### config.mk
export PLATFORM = sky130hd
export DESIGN_NAME = enc_therm2gray_pipe
export DESIGN_NICKNAME = d
export VERILOG_FILES = /design/src/rtl/enc_therm2gray_pipe_pkg.sv /design/src/rtl/enc_therm2gray_pipe_therm_bubble_fix.sv /design/src/rtl/enc_therm2gray_pipe.sv
export SDC_FILE = /design/constraint.sdc
export NUM_CORES = 1
export LEC_CHECK = 0
export CAP_MARGIN = 20
export CORE_MARGIN = 2
export CORE_UTILIZATION = 60
export DETAILED_ROUTE_END_ITERATION = 10
export PLACE_DENSITY = 0.84
export SKIP_LAST_GASP = 1
export SLEW_MARGIN = 25
export SYNTH_ARGS = -nofsm -noshare
export SYNTH_HDL_FRONTEND = slang
export SYNTH_SLANG_ARGS = --single-unit
### constraint.sdc
create_clock -name clk -period 10 [get_ports clk]
set_input_delay 2 -clock clk [delete_from_list [all_inputs] [get_ports clk]]
set_output_delay 2 -clock clk [all_outputs]
set_load 0.1 [all_outputs]
### src/rtl/enc_therm2gray_pipe_pkg.sv
// ----------------------------------------------------------------------------
// enc_therm2gray_pipe_pkg
//   Shared definitions for the flash ADC thermometer-to-Gray front end:
//   default code/counter widths and the small combinational helpers used by
//   the bubble filter and the Gray conversion stage.
//   No ports (package).
// ----------------------------------------------------------------------------
package enc_therm2gray_pipe_pkg;

  // Default output Gray width (31 comparators) and bubble counter width.
  localparam int GRAY_W_DEF = 5;
  localparam int CNT_W_DEF  = 16;

  // Widest code the Gray helper handles; callers truncate to their width.
  localparam int CODE_MAX_W = 16;

  // 3-input majority vote used to suppress single-bit bubbles.
  function automatic logic maj3(input logic a, input logic b, input logic c);
    return (a & b) | (a & c) | (b & c);
  endfunction

  // Binary to reflected Gray code; matches the downstream decoder's table.
  function automatic logic [CODE_MAX_W-1:0] bin2gray(input logic [CODE_MAX_W-1:0] bin);
    return bin ^ (bin >> 1);
  endfunction

endpackage

### src/rtl/enc_therm2gray_pipe_therm_bubble_fix.sv
// ----------------------------------------------------------------------------
// therm_bubble_fix
//   Combinational bubble filter for a raw thermometer code. Each corrected bit
//   is the majority of the raw bit and its two neighbours; below bit 0 the
//   code is treated as 1 and above the top bit as 0, so a clean thermometer
//   passes through unchanged.
// Ports:
//   raw_i   in   NUM_LVL  raw comparator outputs, bit0 = lowest threshold
//   corr_o  out  NUM_LVL  majority-corrected code
//   bub_o   out  1        corrected code differs from raw code
// ----------------------------------------------------------------------------
module therm_bubble_fix
  import enc_therm2gray_pipe_pkg::*;
#(
  parameter int NUM_LVL = 31
) (
  input  logic [NUM_LVL-1:0] raw_i,
  output logic [NUM_LVL-1:0] corr_o,
  output logic               bub_o
);

  logic [NUM_LVL+1:0] ext_s;
  logic [NUM_LVL-1:0] corr_s;

  // Pad with the virtual neighbours: a 1 below the lowest comparator and a
  // 0 above the highest one.
  assign ext_s = {1'b0, raw_i, 1'b1};

  // Majority of each comparator with its lower and upper neighbour.
  always_comb begin
    corr_s = '0;
    for (int i = 0; i < NUM_LVL; i++) begin
      corr_s[i] = maj3(ext_s[i], ext_s[i+1], ext_s[i+2]);
    end
  end

  assign corr_o = corr_s;
  assign bub_o  = (corr_s != raw_i);

endmodule

### src/rtl/enc_therm2gray_pipe.sv
// ----------------------------------------------------------------------------
// enc_therm2gray_pipe
//   Three-stage pipelined front end for the flash ADC: captures the raw
//   comparator thermometer code on a sample strobe, removes single-bit bubbles
//   by majority vote, counts the corrected ones and emits the level in Gray
//   code together with an overrange flag and bubble statistics.
//   S1 capture -> S2 bubble fix -> S3 popcount / Gray / flags / counter.
// Ports:
//   clk        in   1        rising-edge clock
//   rst_n      in   1        asynchronous active-low reset, every flop
//   samp_i     in   1        sample strobe, therm_i captured when high
//   therm_i    in   NUM_LVL  raw comparator outputs, bit0 = lowest threshold
//   valid_o    out  1        gray_o/ovr_o/bubble_o carry a new result
//   gray_o     out  GRAY_W   Gray code of the corrected level
//   ovr_o      out  1        corrected code all ones (top level)
//   bubble_o   out  1        raw sample needed correction
//   err_clr_i  in   1        synchronous clear of err_cnt_o (wins over +1)
//   err_cnt_o  out  CNT_W    saturating count of valid bubbled samples
// ----------------------------------------------------------------------------
module enc_therm2gray_pipe
  import enc_therm2gray_pipe_pkg::*;
#(
  parameter  int GRAY_W  = GRAY_W_DEF,
  parameter  int CNT_W   = CNT_W_DEF,
  localparam int NUM_LVL = (2**GRAY_W) - 1
) (
  input  logic               clk,
  input  logic               rst_n,
  input  logic               samp_i,
  input  logic [NUM_LVL-1:0] therm_i,
  output logic               valid_o,
  output logic [GRAY_W-1:0]  gray_o,
  output logic               ovr_o,
  output logic               bubble_o,
  input  logic               err_clr_i,
  output logic [CNT_W-1:0]   err_cnt_o
);

  localparam logic [CNT_W-1:0] CNT_MAX = '1;
  localparam logic [CNT_W-1:0] CNT_ONE = CNT_W'(1);

  // S1
  logic [NUM_LVL-1:0] raw_r;
  logic               v1_r;
  // S2
  logic [NUM_LVL-1:0] corr_s;
  logic               bub_s;
  logic [NUM_LVL-1:0] corr_r;
  logic               bub_r;
  logic               v2_r;
  // S3
  logic [GRAY_W-1:0]  lvl_s;
  logic [GRAY_W-1:0]  gray_s;
  logic               ovr_s;
  logic [CNT_W-1:0]   cnt_nxt_s;
  logic               valid_r;
  logic [GRAY_W-1:0]  gray_r;
  logic               ovr_r;
  logic               bubble_r;
  logic [CNT_W-1:0]   err_cnt_r;

  // S1: capture the raw code on strobe; the valid bit follows the strobe.
  always_ff @(posedge clk or negedge rst_n) begin
    if (!rst_n) begin
      raw_r <= '0;
      v1_r  <= 1'b0;
    end else begin
      v1_r <= samp_i;
      if (samp_i) begin
        raw_r <= therm_i;
      end
    end
  end

  therm_bubble_fix #(
    .NUM_LVL (NUM_LVL)
  ) u_bubble_fix (
    .raw_i  (raw_r),
    .corr_o (corr_s),
    .bub_o  (bub_s)
  );

  // S2: register the corrected code and its bubble flag.
  always_ff @(posedge clk or negedge rst_n) begin
    if (!rst_n) begin
      corr_r <= '0;
      bub_r  <= 1'b0;
      v2_r   <= 1'b0;
    end else begin
      corr_r <= corr_s;
      bub_r  <= bub_s;
      v2_r   <= v1_r;
    end
  end

  // Level is the ones-count of the corrected code, even if a multi-bit
  // sparkle left it non-monotonic; NUM_LVL always fits in GRAY_W bits.
  always_comb begin
    lvl_s = '0;
    for (int i = 0; i < NUM_LVL; i++) begin
      lvl_s = lvl_s + {{(GRAY_W-1){1'b0}}, corr_r[i]};
    end
  end

  assign gray_s = GRAY_W'(bin2gray(CODE_MAX_W'(lvl_s)));
  assign ovr_s  = &corr_r;

  // Saturating bubble counter; a clear in the same cycle drops the event.
  always_comb begin
    if (err_clr_i) begin
      cnt_nxt_s = '0;
    end else if (v2_r && bub_r && (err_cnt_r != CNT_MAX)) begin
      cnt_nxt_s = err_cnt_r + CNT_ONE;
    end else begin
      cnt_nxt_s = err_cnt_r;
    end
  end

  // S3: results load only with a valid sample and hold otherwise.
  always_ff @(posedge clk or negedge rst_n) begin
    if (!rst_n) begin
      valid_r   <= 1'b0;
      gray_r    <= '0;
      ovr_r     <= 1'b0;
      bubble_r  <= 1'b0;
      err_cnt_r <= '0;
    end else begin
      valid_r   <= v2_r;
      err_cnt_r <= cnt_nxt_s;
      if (v2_r) begin
        gray_r   <= gray_s;
        ovr_r    <= ovr_s;
        bubble_r <= bub_r;
      end
    end
  end

  assign valid_o   = valid_r;
  assign gray_o    = gray_r;
  assign ovr_o     = ovr_r;
  assign bubble_o  = bubble_r;
  assign err_cnt_o = err_cnt_r;

endmodule

* Word level (Yosys, flattened, before mapping) *
Cells that the tools add are included.

storage, ports and cells
  bits in registers = 89
  bits in latches = 0
  RAM bits = 0
  memory bits (read-only) = 0
  input port bits = 35
  output and inout bits = 24
  word-level logic and storage cells = 169
  memories kept = 0

cells by class
  add/sub/neg operators = 31
  multiply operators = 0
  div/mod/pow operators = 0
  $lt $le $gt $ge = 0
  eq/ne operators = 2
  shift-type cells = 0
  mux-type cells = 2
  bitwise operators = 120
  reduce and logical (&&, ||, !) cells = 4

operator list
  operator                                       count
  adder 5 x 1 -> 5 bit                           26
  OR 1 bit                                       60
  bitwise AND 1 bit                              59
  2-to-1 mux 16 bit                              2
  inequality test 31 bit                         1
  AND reduction 31 bit                           1
  adder 16 x 1 -> 16 bit, second input constant  1
  inequality test 16 bit, second input constant  1
  adder 4 x 1 -> 5 bit                           1
  XOR 5 x 4 -> 5 bit                             1
  adder 3 x 1 -> 4 bit                           1
  adder 2 x 1 -> 3 bit                           1
  adder 1 x 1 -> 2 bit                           1
  logical AND 1 bit                              2
  nonzero test 2 bit                             1

* Longest topological paths before layout *
  depth in word-level cells = 31
  mapped depth = 18
  mapped depth without buffers = 18

* Cells and area by module *
From an unflattened synthesis, not the netlist that was laid out.

unflattened totals
  cell total of the unflattened synthesis = 415
  area total of the unflattened synthesis = 4760.8 um^2

modules (own cells, without submodules)
  module               times used  cells each  area each (um^2)  sequential area each (um^2)
  enc_therm2gray_pipe  1           315         4037.6            2227.1
  therm_bubble_fix     1           100         723.2             0.0

* Worst setup path after synthesis *
Ideal clock, no wire load.

  kind = reg2reg
  start point = reg corr_r[17]
  end point = reg gray_r[3] (netlist: gray_o[3])
  library setup time = 0.137 ns
  arrival = 4.874 ns
  required time = 9.863 ns
  setup slack = 4.988 ns
  stages on the path, launching flop included = 17
  buffers on the path = 0
  period minus slack after synthesis = 5.012 ns
  cells stage by stage = dfrtp_1 fa_1 inv_1 fa_1 inv_1 fa_1 inv_1 fa_1 fa_1 fa_1 fa_1 fa_1 nand2b_1 a21oi_1 xor2_1 xnor2_1 a21oi_1

between the ends
  longest elaborated chain between the ends = 15

RTL lines
  item                                line                           RTL
  start: declaration                  enc_therm2gray_pipe.sv:48      logic [NUM_LVL-1:0] corr_r;
  start signal: assignment            enc_therm2gray_pipe.sv:90      corr_r <= corr_s;
  adder 5 x 1 -> 5 bit (14 in a row)  enc_therm2gray_pipe.sv:101     lvl_s = lvl_s + {{(GRAY_W-1){1'b0}}, corr_r[i]};
  XOR 5 x 4 -> 5 bit                  enc_therm2gray_pipe_pkg.sv:24  return bin ^ (bin >> 1);
  end signal: assignment              enc_therm2gray_pipe.sv:131     gray_r <= gray_s;
  end: declaration                    enc_therm2gray_pipe.sv:57      logic [GRAY_W-1:0] gray_r;

No other way between the ends.
A chain may end at the register's enable or synchronous reset.

* Worst setup path in the final report *
Same ends and word-level chain as after synthesis.

==> run_results.csv <==
group,metric,value,unit
logic_synthesis,syn_nets,526,
sta,drv_slew,0,
route,final_antenna_net_count,0,
worst_setup_path,critPathTopFamily,"adder cells",
power_and_ir_drop,ir_drop,543,uV
sta,grt_setup_unrepaired,"false",
worst_setup_path,worst_path_most_repeated_cell,"fa_1",
sta,fin_crit,5.24,ns
worst_hold_path,min_to,"v2_r$_DFF_PN0_",
logic_synthesis,seq_area_frac_synth,0.467,
cts,path_clk_slew,0.09,ns
sta,relSlewSlack,0.343,
sta,fmax,0.191,GHz
cts,cts-root-buf,"clkbuf_8",
global_routing,use_met3,0.0508,
logic_synthesis,synth.cell_area,0.00477,mm^2
global_routing,antenna_found_initial,0,
sta,hold_viol_final,0,
placement,placed_area,0.00541,mm^2
sta,post-route-period-util,0.524,
sta,setup_viol,0,
global_routing,grt_pass1_wl,17.2,mm
logic_synthesis,synth_mux_area_frac,0.0375,
global_routing,grt_pass1_vias,3645,
logic_synthesis,synth_top_family_by_area,"adder cells",
global_routing,overflow,0,
final_layout,num-nets-final,576,
route,drc,0,
logic_synthesis,synth_xor_area_frac,0.0294,
route,drt-total-wl,10.1,mm
worst_setup_path,critPathBufInv,3,
final_layout,post-route-util,0.728,
cts,clockBufferDepth,2,
floorplan,initial_core_util,0.617,
worst_setup_path,max_stage_delay,0.55,ns
floorplan,die_y,93.1,um
logic_synthesis,ys.flop_type,"dfrtp_1",
route,dr.pass1.iters,5,
placement,gp_congestion,0.848,
worst_setup_path,r2r_slack,4.76,ns
logic_synthesis,synth_cells,459,
route,wire_per_inst,16.4,um
worst_hold_path,min_from,"v1_r$_DFF_PN0_",
worst_setup_path,ff2ff_path_depth,16,
worst_setup_path,end_kind,"flip-flop",
logic_synthesis,synth_compound_area_frac,0.115,
worst_setup_path,path_max_fanout,2,
logic_synthesis,syn_area_per_cell,10.4,um^2
floorplan,dieArea,0.00867,mm^2
cts,h-tree-depth,3,
worst_hold_path,hold-path-cell-count,0,
global_routing,grtUsageMet1,0.329,
cts,cts_sinks,89,
worst_setup_path,regToRegStartpoint,"corr_r[17]$_DFF_PN0_",
floorplan,rows,32,
worst_setup_path,cp.arrival,5.47,ns
global_routing,grt_util_all_layers,0.257,
placement,dp_hpwl,7.20,mm
worst_setup_path,cp_slowest_cell,"fa_1",
global_routing,met2_usage,0.431,
logic_synthesis,synth.distinct_cells,47,
route,drt_iter0_markers,236,
global_routing,busiest_layer,"met2",
power_and_ir_drop,powerDensity,399,mW/mm^2
route,drt-vias-per-instance,5.74,
cts,cts_buffers,9,
placement,portBuffers,58,
logic_synthesis,yosys.area_share.simple,0.114,
cts,cts_tree,"built",
cts,holdBufCountCts,0,
cts,postCtsSetupBuffers,0,
logic_synthesis,ys_top_cells_by_area,"dfrtp_1 47%, fa_1 9.7%, inv_1 5.4%",
global_routing,grt_max_degree,90,
worst_setup_path,startpoint_type,"flip-flop",
cts,cts.repair.resized,0,
job,maxCapViolCount,0,
worst_setup_path,crit_chain,"fa_1, inv_1, fa_1, inv_1, fa_1, inv_1, fa_1, fa_1, fa_1, fa_1, fa_1, nand2b_1, a21oi_1, xor2_1, xnor2_1, a21oi_1",
worst_setup_path,critical_path_class,"flip-flop to flip-flop",
outcome,status,"finished clean",
floorplan,die_x,93.1,um
logic_synthesis,async_flop_share,1.00,
logic_synthesis,ys_warn_count,0,
power_and_ir_drop,leakage,0.00246,uW
logic_synthesis,synth_edf_count,0,
logic_synthesis,yosys_register_bits,89,
floorplan,io_pins,59,
worst_setup_path,timing.rr.end,"gray_o[3]$_DFFE_PN0P_",
floorplan,core_area,0.00773,mm^2
final_layout,drive_above_1_share,0.0817,
logic_synthesis,yosysMostFrequentCell,"dfrtp_1",
final_layout,syn_to_final_growth,18.0,%
sta,tns,0,ns
final_layout,design_area,0.00563,mm^2
route,vias,3536,
worst_hold_path,hold_path.class,"flip-flop to flip-flop",
logic_synthesis,synth_top_area_cell,"dfrtp_1",
logic_synthesis,yosysTopAreaCellShare,0.467,
logic_synthesis,synth_top_cells_by_count,"89 x dfrtp_1, 68 x inv_1, 36 x a21oi_1, 29 x nand2_1, 29 x o21ai_0",
sta,fin_worst_skew,0.00903,ns
final_layout,diodes,0,
cts,clock_latency,0.37,ns
logic_synthesis,synthAdderAreaFrac,0.166,
worst_setup_path,worst_ep_required_time,10.23,ns
sta,worstMarginPinSlew,0.982,ns
per-stage QoR:
| stage | worst slack [ns] | power (uW) | hold WS (ns) | instances |
|---|---|---|---|---|
| floorplan | 4.99 | 1720 | 0.331 | 459 |
| global placement | 4.90 | 1890 | 0.332 | 600 |
| detailed placement | 4.74 | 1990 | 0.343 | 600 |
| CTS | 4.75 | 2270 | 0.364 | 616 |
| global route | 4.56 | 2500 | 0.369 | 616 |
| finish | 4.76 | 2240 | 0.358 | 616 |
final cells by class:
cell class	instances	area, um^2
Tap cell	102	128
Sequential cell	89	2230
Timing Repair Buffer	59	589
Clock buffer	9	124
Inverter	69	259
Clock inverter	7	93.8
Fill cell	526	2100
Multi-Input combinational cell	281	2200
sequential cells by signal, indices dropped and copies added (netlist names):
register and count:
bub_r 1, bubble_o 1, corr_r 31, err_cnt_o 16, gray_o 5, ovr_o 1, raw_r 31, v1_r 1
v2_r 1, valid_o 1
cells in the final DEF, fill, tap and decap left out, drive strengths merged, types with 3 or more instances in the layout:
cell type	synthesis	final
nor3	8	8
inv	69	70
or3	3	3
a21oi	36	36
nand2b	7	7
a211oi	9	9
mux2	15	15
clkbuf	16	9
nor2	20	20
o21ai	29	29
nand4	11	11
and2	3	3
clkdlybuf4s50	0	57
nand2	29	29
dfrtp	89	89
a2111oi	5	5
ha	9	9
o22ai	3	3
nor4	5	5
fa	23	23
xor2	3	3
nand3	5	5
or4	3	3
xnor2	13	13
maj3	22	22
how the worst max path moves through the flow:
stage,startpoint,end,slack (ns),depth (start not counted)
after global routing,corr_r[17]$_DFF_PN0_,gray_o[3]$_DFFE_PN0P_,4.56,16
final,corr_r[17]$_DFF_PN0_,gray_o[3]$_DFFE_PN0P_,4.76,16
after floorplan,corr_r[17]$_DFF_PN0_,gray_o[3]$_DFFE_PN0P_,4.99,16
after CTS,corr_r[17]$_DFF_PN0_,gray_o[3]$_DFFE_PN0P_,4.75,16
after detailed placement,corr_r[17]$_DFF_PN0_,gray_o[3]$_DFFE_PN0P_,4.74,16
after global placement,corr_r[17]$_DFF_PN0_,gray_o[3]$_DFFE_PN0P_,4.90,16
worst register-to-register path: stages (launching register included):
cell and delay, ns:
dfrtp_1 0.41, fa_1 0.55, inv_1 0.06, fa_1 0.51, inv_1 0.05, fa_1 0.47, inv_1 0.05, fa_1 0.45
fa_1 0.55, fa_1 0.43, fa_1 0.41, fa_1 0.42, nand2b_1 0.16, a21oi_1 0.15, xor2_1 0.21, xnor2_1 0.14
a21oi_1 0.08
power breakdown:
group	switching, uW	internal [uW]	leakage (uW)
sequential	43.1	419	0.00110
clock	131	141	0.000106
combinational	778	734	0.00125
total	952	1290	0.00246
per-layer routing:
layer | share of wire | vias to the layer above
met1 | 0.42 | 1720
met3 | 0.059 | 25
met2 | 0.50 | 144
met5 | 0 | -
met4 | 0.026 | 0
li1 | - | 1647
cells by family after synthesis:
logic type,Yosys count
AOI/OAI and AO/OA,91
xor gates and xnor gates,16
adders and majority gates,54
DFF,89
muxes,16
buffers and inverters,89
and+or+nand+nor,104
No activity file was read; power rests on OpenSTA's default activity.
